<file path="config.mk">
export PLATFORM = sky130hd
export DESIGN_NAME = expr_eval
export DESIGN_NICKNAME = d
export VERILOG_FILES = /design/src/rtl/expr_eval_pkg.sv /design/src/rtl/expr_char_class.sv /design/src/rtl/expr_eval.sv
export SDC_FILE = /design/constraint.sdc
export NUM_CORES = 1
export LEC_CHECK = 0
export BUFFER_PORTS_ARGS = -buffer_cell sky130_fd_sc_hd__buf_2
export CORE_MARGIN = 4
export CORE_UTILIZATION = 38
export CTS_CLUSTER_SIZE = 16
export DETAILED_ROUTE_END_ITERATION = 6
export PLACE_DENSITY = 0.52
export SKIP_CTS_REPAIR_TIMING = 1
export SLEW_MARGIN = 5
export SYNTH_ARGS = -nofsm -noshare
export SYNTH_HDL_FRONTEND = slang
export SYNTH_HIERARCHICAL = 1
export SYNTH_SLANG_ARGS = --single-unit
</file>
<file path="constraint.sdc">
create_clock -name clk -period 4.4 [get_ports clk]
set_input_delay 0.88 -clock clk [delete_from_list [all_inputs] [get_ports clk]]
set_output_delay 0.88 -clock clk [all_outputs]
set_load 0.05 [all_outputs]
</file>
<file path="src/rtl/expr_eval_pkg.sv">
// Shared definitions for the expression evaluator and its character classifier:
// state and pending-operator encodings, ASCII constants and the term multiply.
package expr_eval_pkg;

   typedef enum logic [1:0] {
      S_START = 2'd0,
      S_NUM   = 2'd1,
      S_OP    = 2'd2,
      S_ERR   = 2'd3
   } state_e;

   typedef enum logic {
      PEND_ADD = 1'b0,
      PEND_MUL = 1'b1
   } pend_e;

   localparam logic [7:0] CH_0    = 8'h30;
   localparam logic [7:0] CH_9    = 8'h39;
   localparam logic [7:0] CH_PLUS = 8'h2B;
   localparam logic [7:0] CH_MUL  = 8'h2A;
   localparam logic [7:0] CH_EQ   = 8'h3D;

   // 32x4 unsigned product, truncated to the 32-bit datapath (modulo 2^32).
   function automatic logic [31:0] mul32x4(input logic [31:0] a, input logic [3:0] b);
      return 32'({4'd0, a} * {32'd0, b});
   endfunction

endpackage

</file>
<file path="src/rtl/expr_char_class.sv">
// Character classifier: decodes one ASCII byte into digit/operator/terminator
// flags and the digit value (zero for non-digits).
module expr_char_class
   import expr_eval_pkg::*;
(
   input  logic [7:0] in_char,
   output logic       is_digit,
   output logic       is_plus,
   output logic       is_mul,
   output logic       is_eq,
   output logic [3:0] digit_val
);

   // ASCII '0'..'9' carry their value in the low nibble.
   always_comb begin
      is_digit = (in_char >= CH_0) && (in_char <= CH_9);
      is_plus  = (in_char == CH_PLUS);
      is_mul   = (in_char == CH_MUL);
      is_eq    = (in_char == CH_EQ);
      if (is_digit) begin
         digit_val = in_char[3:0];
      end else begin
         digit_val = 4'd0;
      end
   end

endmodule

</file>
<file path="src/rtl/expr_eval.sv">
// Streaming evaluator for single-digit '+'/'*' expressions terminated by '=',
// with '*' binding tighter than '+' and modulo-2^32 unsigned arithmetic.
module expr_eval
   import expr_eval_pkg::*;
(
   input  logic        clk,
   input  logic        clr,
   input  logic [7:0]  in,
   input  logic        in_valid,
   output logic        legal,
   output logic [31:0] value,
   output logic [31:0] result,
   output logic        done,
   output logic        err
);

   logic       is_digit_s;
   logic       is_plus_s;
   logic       is_mul_s;
   logic       is_eq_s;
   logic [3:0] digit_val_s;

   state_e      state_q,  state_d;
   pend_e       pend_q,   pend_d;
   logic [31:0] sum_q,    sum_d;
   logic [31:0] term_q,   term_d;
   logic [31:0] result_q, result_d;
   logic        done_q,   done_d;
   logic        err_q,    err_d;

   expr_char_class u_char_class (
      .in_char   (in),
      .is_digit  (is_digit_s),
      .is_plus   (is_plus_s),
      .is_mul    (is_mul_s),
      .is_eq     (is_eq_s),
      .digit_val (digit_val_s)
   );

   // Next-state logic: sum holds closed '+' terms, term holds the running product.
   always_comb begin
      state_d  = state_q;
      pend_d   = pend_q;
      sum_d    = sum_q;
      term_d   = term_q;
      result_d = result_q;
      done_d   = 1'b0;
      err_d    = 1'b0;
      if (in_valid) begin
         case (state_q)
            S_START: begin
               if (is_digit_s) begin
                  term_d  = {28'd0, digit_val_s};
                  sum_d   = 32'd0;
                  state_d = S_NUM;
               end else if (is_eq_s) begin
                  done_d  = 1'b1;
                  err_d   = 1'b1;
                  state_d = S_START;
               end else begin
                  state_d = S_START;
               end
            end
            S_NUM: begin
               if (is_plus_s) begin
                  sum_d   = sum_q + term_q;
                  pend_d  = PEND_ADD;
                  state_d = S_OP;
               end else if (is_mul_s) begin
                  pend_d  = PEND_MUL;
                  state_d = S_OP;
               end else if (is_eq_s) begin
                  result_d = sum_q + term_q;
                  done_d   = 1'b1;
                  err_d    = 1'b0;
                  sum_d    = 32'd0;
                  term_d   = 32'd0;
                  state_d  = S_START;
               end else begin
                  state_d = S_ERR;
               end
            end
            S_OP: begin
               if (is_digit_s) begin
                  if (pend_q == PEND_MUL) begin
                     term_d = mul32x4(term_q, digit_val_s);
                  end else begin
                     term_d = {28'd0, digit_val_s};
                  end
                  state_d = S_NUM;
               end else if (is_eq_s) begin
                  done_d  = 1'b1;
                  err_d   = 1'b1;
                  state_d = S_START;
               end else begin
                  state_d = S_ERR;
               end
            end
            S_ERR: begin
               if (is_eq_s) begin
                  done_d  = 1'b1;
                  err_d   = 1'b1;
                  state_d = S_START;
               end else begin
                  state_d = S_ERR;
               end
            end
            default: begin
               state_d = S_START;
            end
         endcase
      end else begin
         state_d = state_q;
      end
   end

   // State and output registers; clr discards any partial expression at once.
   always_ff @(posedge clk or posedge clr) begin
      if (clr) begin
         state_q  <= S_START;
         pend_q   <= PEND_ADD;
         sum_q    <= 32'd0;
         term_q   <= 32'd0;
         result_q <= 32'd0;
         done_q   <= 1'b0;
         err_q    <= 1'b0;
      end else begin
         state_q  <= state_d;
         pend_q   <= pend_d;
         sum_q    <= sum_d;
         term_q   <= term_d;
         result_q <= result_d;
         done_q   <= done_d;
         err_q    <= err_d;
      end
   end

   assign legal  = (state_q == S_NUM);
   assign value  = sum_q + term_q;
   assign result = result_q;
   assign done   = done_q;
   assign err    = err_q;

endmodule

</file>
==> metrics.md, run 1 <==
| Metric | Value |
|---|---|
| Vias | slightly above 8,000 |
| Total gr overflow | 0 |
| Adder-cell share of the synthesized area | 0.211 |
| Crit path launch | in[6] |
| Clock network fraction of design power | 0.378 |
| WS Path Type | input pin to flop |
| Worst setup margin | -0.274 ns |
| Final hold viol count | 0 |
| RSZ-0062 raised after global routing | yes |
| Vias in the first global route | 8,189 |
| CTS Buffer Depth | 2 |
| Max Fclk | 214 MHz |
| Post-Route WL | 26,200 um |
| Final setup viols | 14 |
| Total track usage | 0.189 |
| DIE AREA | 27,500 um2 |
| Status | finished with violations |
| Post-Syn Instances | 1,081 |
| First-pass GRT wire length | 43,100 um |
| Gpl congestion | roughly 0.83 |
| Nets | 1,372 |
| Min-delay src | result[6]$_DFFE_PP0P_ |
| DP HPWL | between 20,000 and 25,000 um |
| Least-Margin Pin Slew | roughly 0.94 ns |
| Multiplexer share of the synthesized area | 0.0180 |
| Die outline width | 166 um |
| Leakage | 0.00625 uW |
| Vias per cell | 5.15 |
| Comb pwr share | 0.180 |
| H-tree depth | 3 |
| Yosys top cell area share | 0.267 |
| Port bufs | 77 |
| Simple-gate share of the synthesized area | 0.187 |
| Commonest cells after routing, fill and taps aside | nand2_1, inv_1, buf_4, dfrtp_1, and2_1 |
| Failing checks | setup timing |
| Worst vdd ir | 0.155 mV |
| PD cells | 188 nW/um2 |
| Worst Path Max Fanout | 6 |
| Sw Share | 0.338 |
| # DRC | 0 |
| # fillers | 2,409 |
| Ys Warns | 6 |
| Share of layout cells above drive strength 1 | 0.231 |
| EDFF count, synth | 0 |
| Initial DRC Count | 372 |
| Sequential share of the synthesized area | 0.267 |
| Diode count | 0 |
| Clk Tree Root Cell | clkbuf_16 |
| Leading area contributor after synthesis | dfrtp_1 |
| Die Ht | 166 um |
| Avg Cell Area, Syn | 8.76 um2 |
| Normalized max-slew margin | 0.376 |
| Synth cell types | 67 |
| Compound-Gate Fraction of Synth Area | 0.195 |
| Sink Count | 101 |
| Avg WL per Cell | 16.7 um |
| TritonRoute pass-1 iters | 5 |
| Most common cell after layout, fill and taps aside | nand2_1 |
| # rows | between 50 and 60 |
| Final non-filler cell total | around 1,600 |
| R2R Path Start | term_q[5]$_DFFE_PP0P_ |
| Reg power frac | 0.442 |
| Flop-to-flop setup slack | 0.44 ns |
| Clock skew | 0.0118 ns |
| Async set-reset flop share out of synthesis | 1.00 |
| Pwr Total | roughly 2200 uW |
| Post-Synth XOR/XNOR Area | 0.0517 |
| RR Endpoint | term_q[25]$_DFFE_PP0P_ |
| CP endpoint kind | flop |
| Dpl cells | 1,540 |
| CTS tree | yes |
| Setup TNS | -2.37 ns |
| Period utilization | 1.06 |
| Crit path arrival time | between 4 and 5 ns |
| Min-Delay Endpoint | result[6]$_DFFE_PP0P_ |
| Crit start category | input pin |
| Post-DRT Antenna Nets | 0 |
| Worst Hold Depth | 2 |
| Post-Route Utilization | 0.474 |
| Starting Density | 0.388 |
| Synthesized flop and latch total | 101 |
| Area Overhead vs Synth | 22.2% |
| Max Slew Vio Count | 0 |
| Initial antenna violation count | 1 |
| Worst EP required | 4.65 ns |
| Post-Syn Area | 9470 um2 |
| Net Switching | 737 uW |
| FF-to-FF path depth | 14 |
| Internal power | 1440 uW |
| Top-Level Pins | 78 |
| Max Cap Viol | 0 |
| Largest family of logic cells by synthesized area | adder cells |
| Top FF cell, synth | dfrtp_1 |
| Pin count of the biggest net entering global routing | 40 |
| Top cells by area, synth | dfrtp_1, fa_1, ha_1 |
| Worst-Skew Late Latency | 0.36 ns |
| Syn_nets | about 1,200 |
| Period minus WS final | 4.67 ns |
| Total CTS buffers | 9 |
| Clk pin slew, worst setup/hold paths | 0.08 ns |
| Core Area | 24,400 um2 |
| Worst hold path type | flop to flop |
-- worst max path at each step --
stage                        endpoint  slack [ns]  cells after the start
6_report       term_q[25]$_DFFE_PP0P_       -0.27                     19
5_1_grt        term_q[25]$_DFFE_PP0P_       -0.48                     19
4_1_cts        term_q[31]$_DFFE_PP0P_       -0.42                     18
3_5_place_dp   term_q[31]$_DFFE_PP0P_       -0.77                     18
3_3_place_gp   term_q[24]$_DFFE_PP0P_       -0.72                     20
2_1_floorplan  term_q[31]$_DFFE_PP0P_       -0.53                     17
-- critical path: stages --
cell and delay (ns):
buf_6 0.09, nand4bb_4 0.26, buf_6 0.16, nor3b_4 0.25, buf_6 0.16, and2_4 0.14
fa_1 0.42, inv_2 0.07, fa_1 0.43, inv_2 0.08, ha_4 0.19, a211oi_2 0.21
nor2_1 0.08, o31a_1 0.31, a211oi_4 0.27, o211ai_1 0.13, a21o_1 0.24, or3_1 0.31
a32o_1 0.24
-- per-layer routing --
layer | GRT usage | up-vias | share of wire
met2 | 0.307 | 141 | 0.46
met5 | 0 | - | 0
met3 | 0.0252 | 17 | 0.032
li1 | - | 3969 | -
met4 | 0.0373 | 0 | 0.012
met1 | 0.271 | 3926 | 0.49
-- per-stage QoR --
| stage | hold slack (ns) | worst slack (ns) | cell area, um2 |
|---|---|---|---|
| after floorplan | 0.456 | -0.529 | 9610 |
| after global placement | 0.452 | -0.717 | 11000 |
| after detailed placement | 0.457 | -0.775 | 11000 |
| after CTS | 0.477 | -0.418 | 11300 |
| after global routing | 0.502 | -0.483 | 11600 |
| final | 0.472 | -0.274 | 11600 |
-- registers in the layout, summed over array words and instances, names as in the netlist --
register	flops
sum_q	32
state_q	2
result	32
done	1
pend_q	1
err	1
term_q	32
-- power by group through the flow --
| stage | combinational (uW) | sequential (uW) | clock (uW) |
|---|---|---|---|
| after floorplan | 259 | 987 | 0 |
| after global placement | 394 | 982 | 0 |
| after detailed placement | 392 | 982 | 0 |
| after CTS | 393 | 963 | 852 |
| after global routing | 431 | 966 | 886 |
| final | 392 | 963 | 825 |
-- logic make-up after synthesis --
group,count (synthesis)
AOI/OAI and AO/OA,255
xor gates and xnor gates,55
adders and majority gates,125
buffers and inverters,175
DFF,101
muxes,15
and+or+nand+nor,355
-- cells in the mapped netlist (6+ instances only) --
library cell and number:
nor2b_1 7, and2_1 88, a22o_1 53, dfrtp_1 101, nand2b_1 10, clkbuf_1 43, ha_1 67, fa_1 58
and3_1 8, o21a_1 6, a31oi_1 6, nand2_1 141, nand3_1 16, a211oi_1 6, mux2_2 8, nor2_1 43
o21bai_1 7, a21o_1 36, nor3_1 10, inv_1 129, o21ai_0 37, nand4_1 10, a21oi_1 57, xor2_1 22
xnor2_1 32, o211ai_1 6
-- final cells by class --
cell class | count | area [um2] | share of cell area
multi-input combinational | 805 | 6590 | 0.569
clock buffer | 9 | 225 | 0.0195
sequential | 101 | 2530 | 0.218
inverter | 129 | 487 | 0.0421
tap | 324 | 405 | 0.0350
clock inverter | 6 | 56.3 | 0.00487
timing repair buffer | 190 | 1280 | 0.111
No activity file was read; power rests on OpenSTA's default activity.
==> run 2: changes to the inputs <==
--- a/config.mk
+++ b/config.mk
@@ -10,8 +10,8 @@
 export CORE_UTILIZATION = 38
 export CTS_CLUSTER_SIZE = 16
 export DETAILED_ROUTE_END_ITERATION = 6
+export MAX_ROUTING_LAYER = met4
 export PLACE_DENSITY = 0.52
-export SKIP_CTS_REPAIR_TIMING = 1
 export SLEW_MARGIN = 5
 export SYNTH_ARGS = -nofsm -noshare
 export SYNTH_HDL_FRONTEND = slang
==> run 2 against run 1 <==
Effect of this change: global-route usage is 0.79 points higher; core utilization is 0.44 points higher; design area is 0.92% higher; sequential share of layout area is 0.20 points lower; die area stayed put; clock skew hardly changed; largest cell class unchanged; the run still ends with setup timing left; non-clock buffer count is 2 higher; clock power hardly changed; critical path type unchanged; maximum frequency hardly changed; sequential power hardly changed.
==> metrics.md, run 2 (synthesized netlist as in run 1, its figures left out) <==
| Metric | Value |
|---|---|
| First-pass GRT wire length | 43,600 um (+1.1%) |
| RSZ-0062 raised after global routing | yes |
| Area Overhead vs Synth | 23.3% |
| Avg WL per Cell | 16.7 um (-0.12%) |
| Sink Count | 101 (unchanged) |
| Post-DP Area | 11,000 um2 (unchanged) |
| Die Ht | 166 um (unchanged) |
| H-tree depth | 3 (unchanged) |
| # rows | 57 (unchanged) |
| Internal power | 1440 uW (about the same) |
| Period minus WS final | 4.67 ns (-0.00162 ns) |
| Fin area | 11,700 um2 (+0.92%) |
| Failing checks | setup timing |
| Normalized max-slew margin | 0.374 (-0.00233) |
| Worst EP required | 4.65 ns (about the same) |
| Die outline width | 166 um (unchanged) |
| Gpl congestion | 0.845 (+1.5%) |
| Max Slew Vio Count | 0 (unchanged) |
| Reg power frac | 0.442 (about the same) |
| Leakage | 0.00628 uW (+0.53%) |
| Post-Route WL | 26,200 um (about the same) |
| Max Cap Viol | 0 (unchanged) |
| Worst-Skew Late Latency | 0.36 ns (about the same) |
| Share of layout cells above drive strength 1 | 0.245 (+0.0141) |
| Most common cell after layout, fill and taps aside | nand2_1 |
| Clk pin slew, worst setup/hold paths | 0.08 ns (about the same) |
| DP HPWL | 20,100 um (unchanged) |
| Comb pwr share | 0.181 (about the same) |
| Initial DRC Count | 390 (+4.8%) |
| Clock network fraction of design power | 0.377 (about the same) |
| CTS tree | yes |
| Core Area | 24,400 um2 (unchanged) |
| Clk Tree Root Cell | clkbuf_16 |
| Max Fclk | 214 MHz (about the same) |
| WS Path Type | input pin to flop |
| Worst Hold Depth | 2 (unchanged) |
| Worst Path Max Fanout | 4 (-2) |
| Commonest cells after routing, fill and taps aside | nand2_1, inv_1, buf_4, dfrtp_1, and2_1 |
| Post-DRT Antenna Nets | 0 (unchanged) |
| # DRC | 0 (unchanged) |
| Starting Density | 0.388 (unchanged) |
| CTS Buffer Depth | 2 (unchanged) |
| Crit path arrival time | 4.92 ns (about the same) |
| Initial antenna violation count | 1 (unchanged) |
| Port bufs | 77 (unchanged) |
| Vias | 8,060 (+0.087%) |
| Final setup viols | 14 (unchanged) |
| Period utilization | 1.06 (about the same) |
| Vias per cell | 5.15 (about the same) |
| Total track usage | 0.196 (+0.00792) |
| Clock skew | 0.0113 ns (-0.000449 ns) |
| # fillers | 2,400 (-0.37%) |
| Total gr overflow | 0 (unchanged) |
| TritonRoute pass-1 iters | 4 (-1) |
| FF-to-FF path depth | 14 (unchanged) |
| Pin count of the biggest net entering global routing | 40 (unchanged) |
| CP endpoint kind | flop |
| Nets | 1,374 (+0.15%) |
| Crit start category | input pin |
| Status | finished with violations |
| Worst setup margin | -0.272 ns (+0.00162 ns) |
| Total CTS buffers | 9 (unchanged) |
| Diode count | 0 (unchanged) |
| Cts hold-fix bufs | 0 |
| Top-Level Pins | 78 (unchanged) |
| PD cells | 187 nW/um2 (-0.91%) |
| Sw Share | 0.338 (about the same) |
| Worst hold path type | flop to flop |
| Worst vdd ir | 0.157 mV (+1.1%) |
| Vias in the first global route | 8,311 (+1.5%) |
| DIE AREA | 27,500 um2 (unchanged) |
| Net Switching | 737 uW (about the same) |
| Least-Margin Pin Slew | 0.940 ns (+0.00350 ns) |
| Pre-CTS WS | -0.775 ns (unchanged) |
| Final hold viol count | 0 (unchanged) |
-- run 2: routing by layer --
| metal | share of wire | up-vias | track usage |
|---|---|---|---|
| li1 | - | 3975 | - |
| met1 | 0.49 | 3904 | 0.271 |
| met2 | 0.46 | 164 | 0.316 |
| met3 | 0.036 | 17 | 0.0255 |
| met4 | 0.012 | 0 | 0.0348 |
| met5 | 0 | - | - |
-- run 2: critical path, cell delays in order --
cell,delay [ns]
buf_6,0.09
nand4bb_4,0.26
buf_6,0.16
nor3b_4,0.27
nand2_1,0.12
fa_1,0.51
fa_1,0.53
inv_1,0.08
ha_4,0.21
a211o_1,0.25
o211ai_1,0.14
a21oi_2,0.13
a211oi_4,0.31
o211ai_1,0.13
a21o_1,0.25
or3_1,0.35
a32o_1,0.25
-- run 2: cell type report --
cell class / instances / area (um2) / area share
Clock buffer: 9 / 225 / 0.0193
Clock inverter: 6 / 56.3 / 0.00482
Inverter: 129 / 487 / 0.0417
Multi-Input combinational cell: 805 / 6660 / 0.571
Sequential cell: 101 / 2530 / 0.216
Tap cell: 324 / 405 / 0.0347
Timing Repair Buffer: 192 / 1310 / 0.113
-- run 2: path summary, 6_finish.rpt --
| kind | startpoint | slack (ns) | end |
|---|---|---|---|
| max | in[6] | -0.27 | term_q[25]$_DFFE_PP0P_ |
| min | result[6]$_DFFE_PP0P_ | 0.47 | result[6]$_DFFE_PP0P_ |
| max reg2reg | term_q[1]$_DFFE_PP0P_ | 0.41 | term_q[25]$_DFFE_PP0P_ |
| min reg2reg | result[6]$_DFFE_PP0P_ | 0.47 | result[6]$_DFFE_PP0P_ |
| max in group asynchronous | clr | 3.02 | term_q[21]$_DFFE_PP0P_ |
| min in group asynchronous | clr | 0.50 | sum_q[2]$_DFFE_PP0P_ |
-- run 2: stage by stage --
stage / utilization / setup TNS [ns] / hold slack [ns] / instances / total power [uW]
floorplan: - / -4.06 / 0.456 / 1081 / 1250
global placement: 0.451 / -10.49 / 0.452 / 1540 / 1380
detailed placement: 0.451 / -11.72 / 0.457 / 1540 / 1370
CTS: 0.472 / -2.10 / 0.477 / 1564 / 2210
global route: 0.479 / -4.85 / 0.502 / 1566 / 2290
finish: 0.479 / -1.75 / 0.472 / 1566 / 2180
-- run 2: power groups by stage --
| stage | sequential (uW) | combinational (uW) | clock [uW] |
|---|---|---|---|
| final | 963 | 395 | 822 |
| after global routing | 966 | 434 | 886 |
| after CTS | 963 | 397 | 852 |
| after detailed placement | 982 | 392 | 0 |
| after global placement | 982 | 394 | 0 |
| after floorplan | 987 | 259 | 0 |
-- run 2: timing repair --
action,in CTS,in global routing
setup buffers,7,2
hold endpoints to repair,0,0
resized for setup,35,42
pin swaps,14,26
endpoints found under the setup margin,17,22
gates cloned,2,0
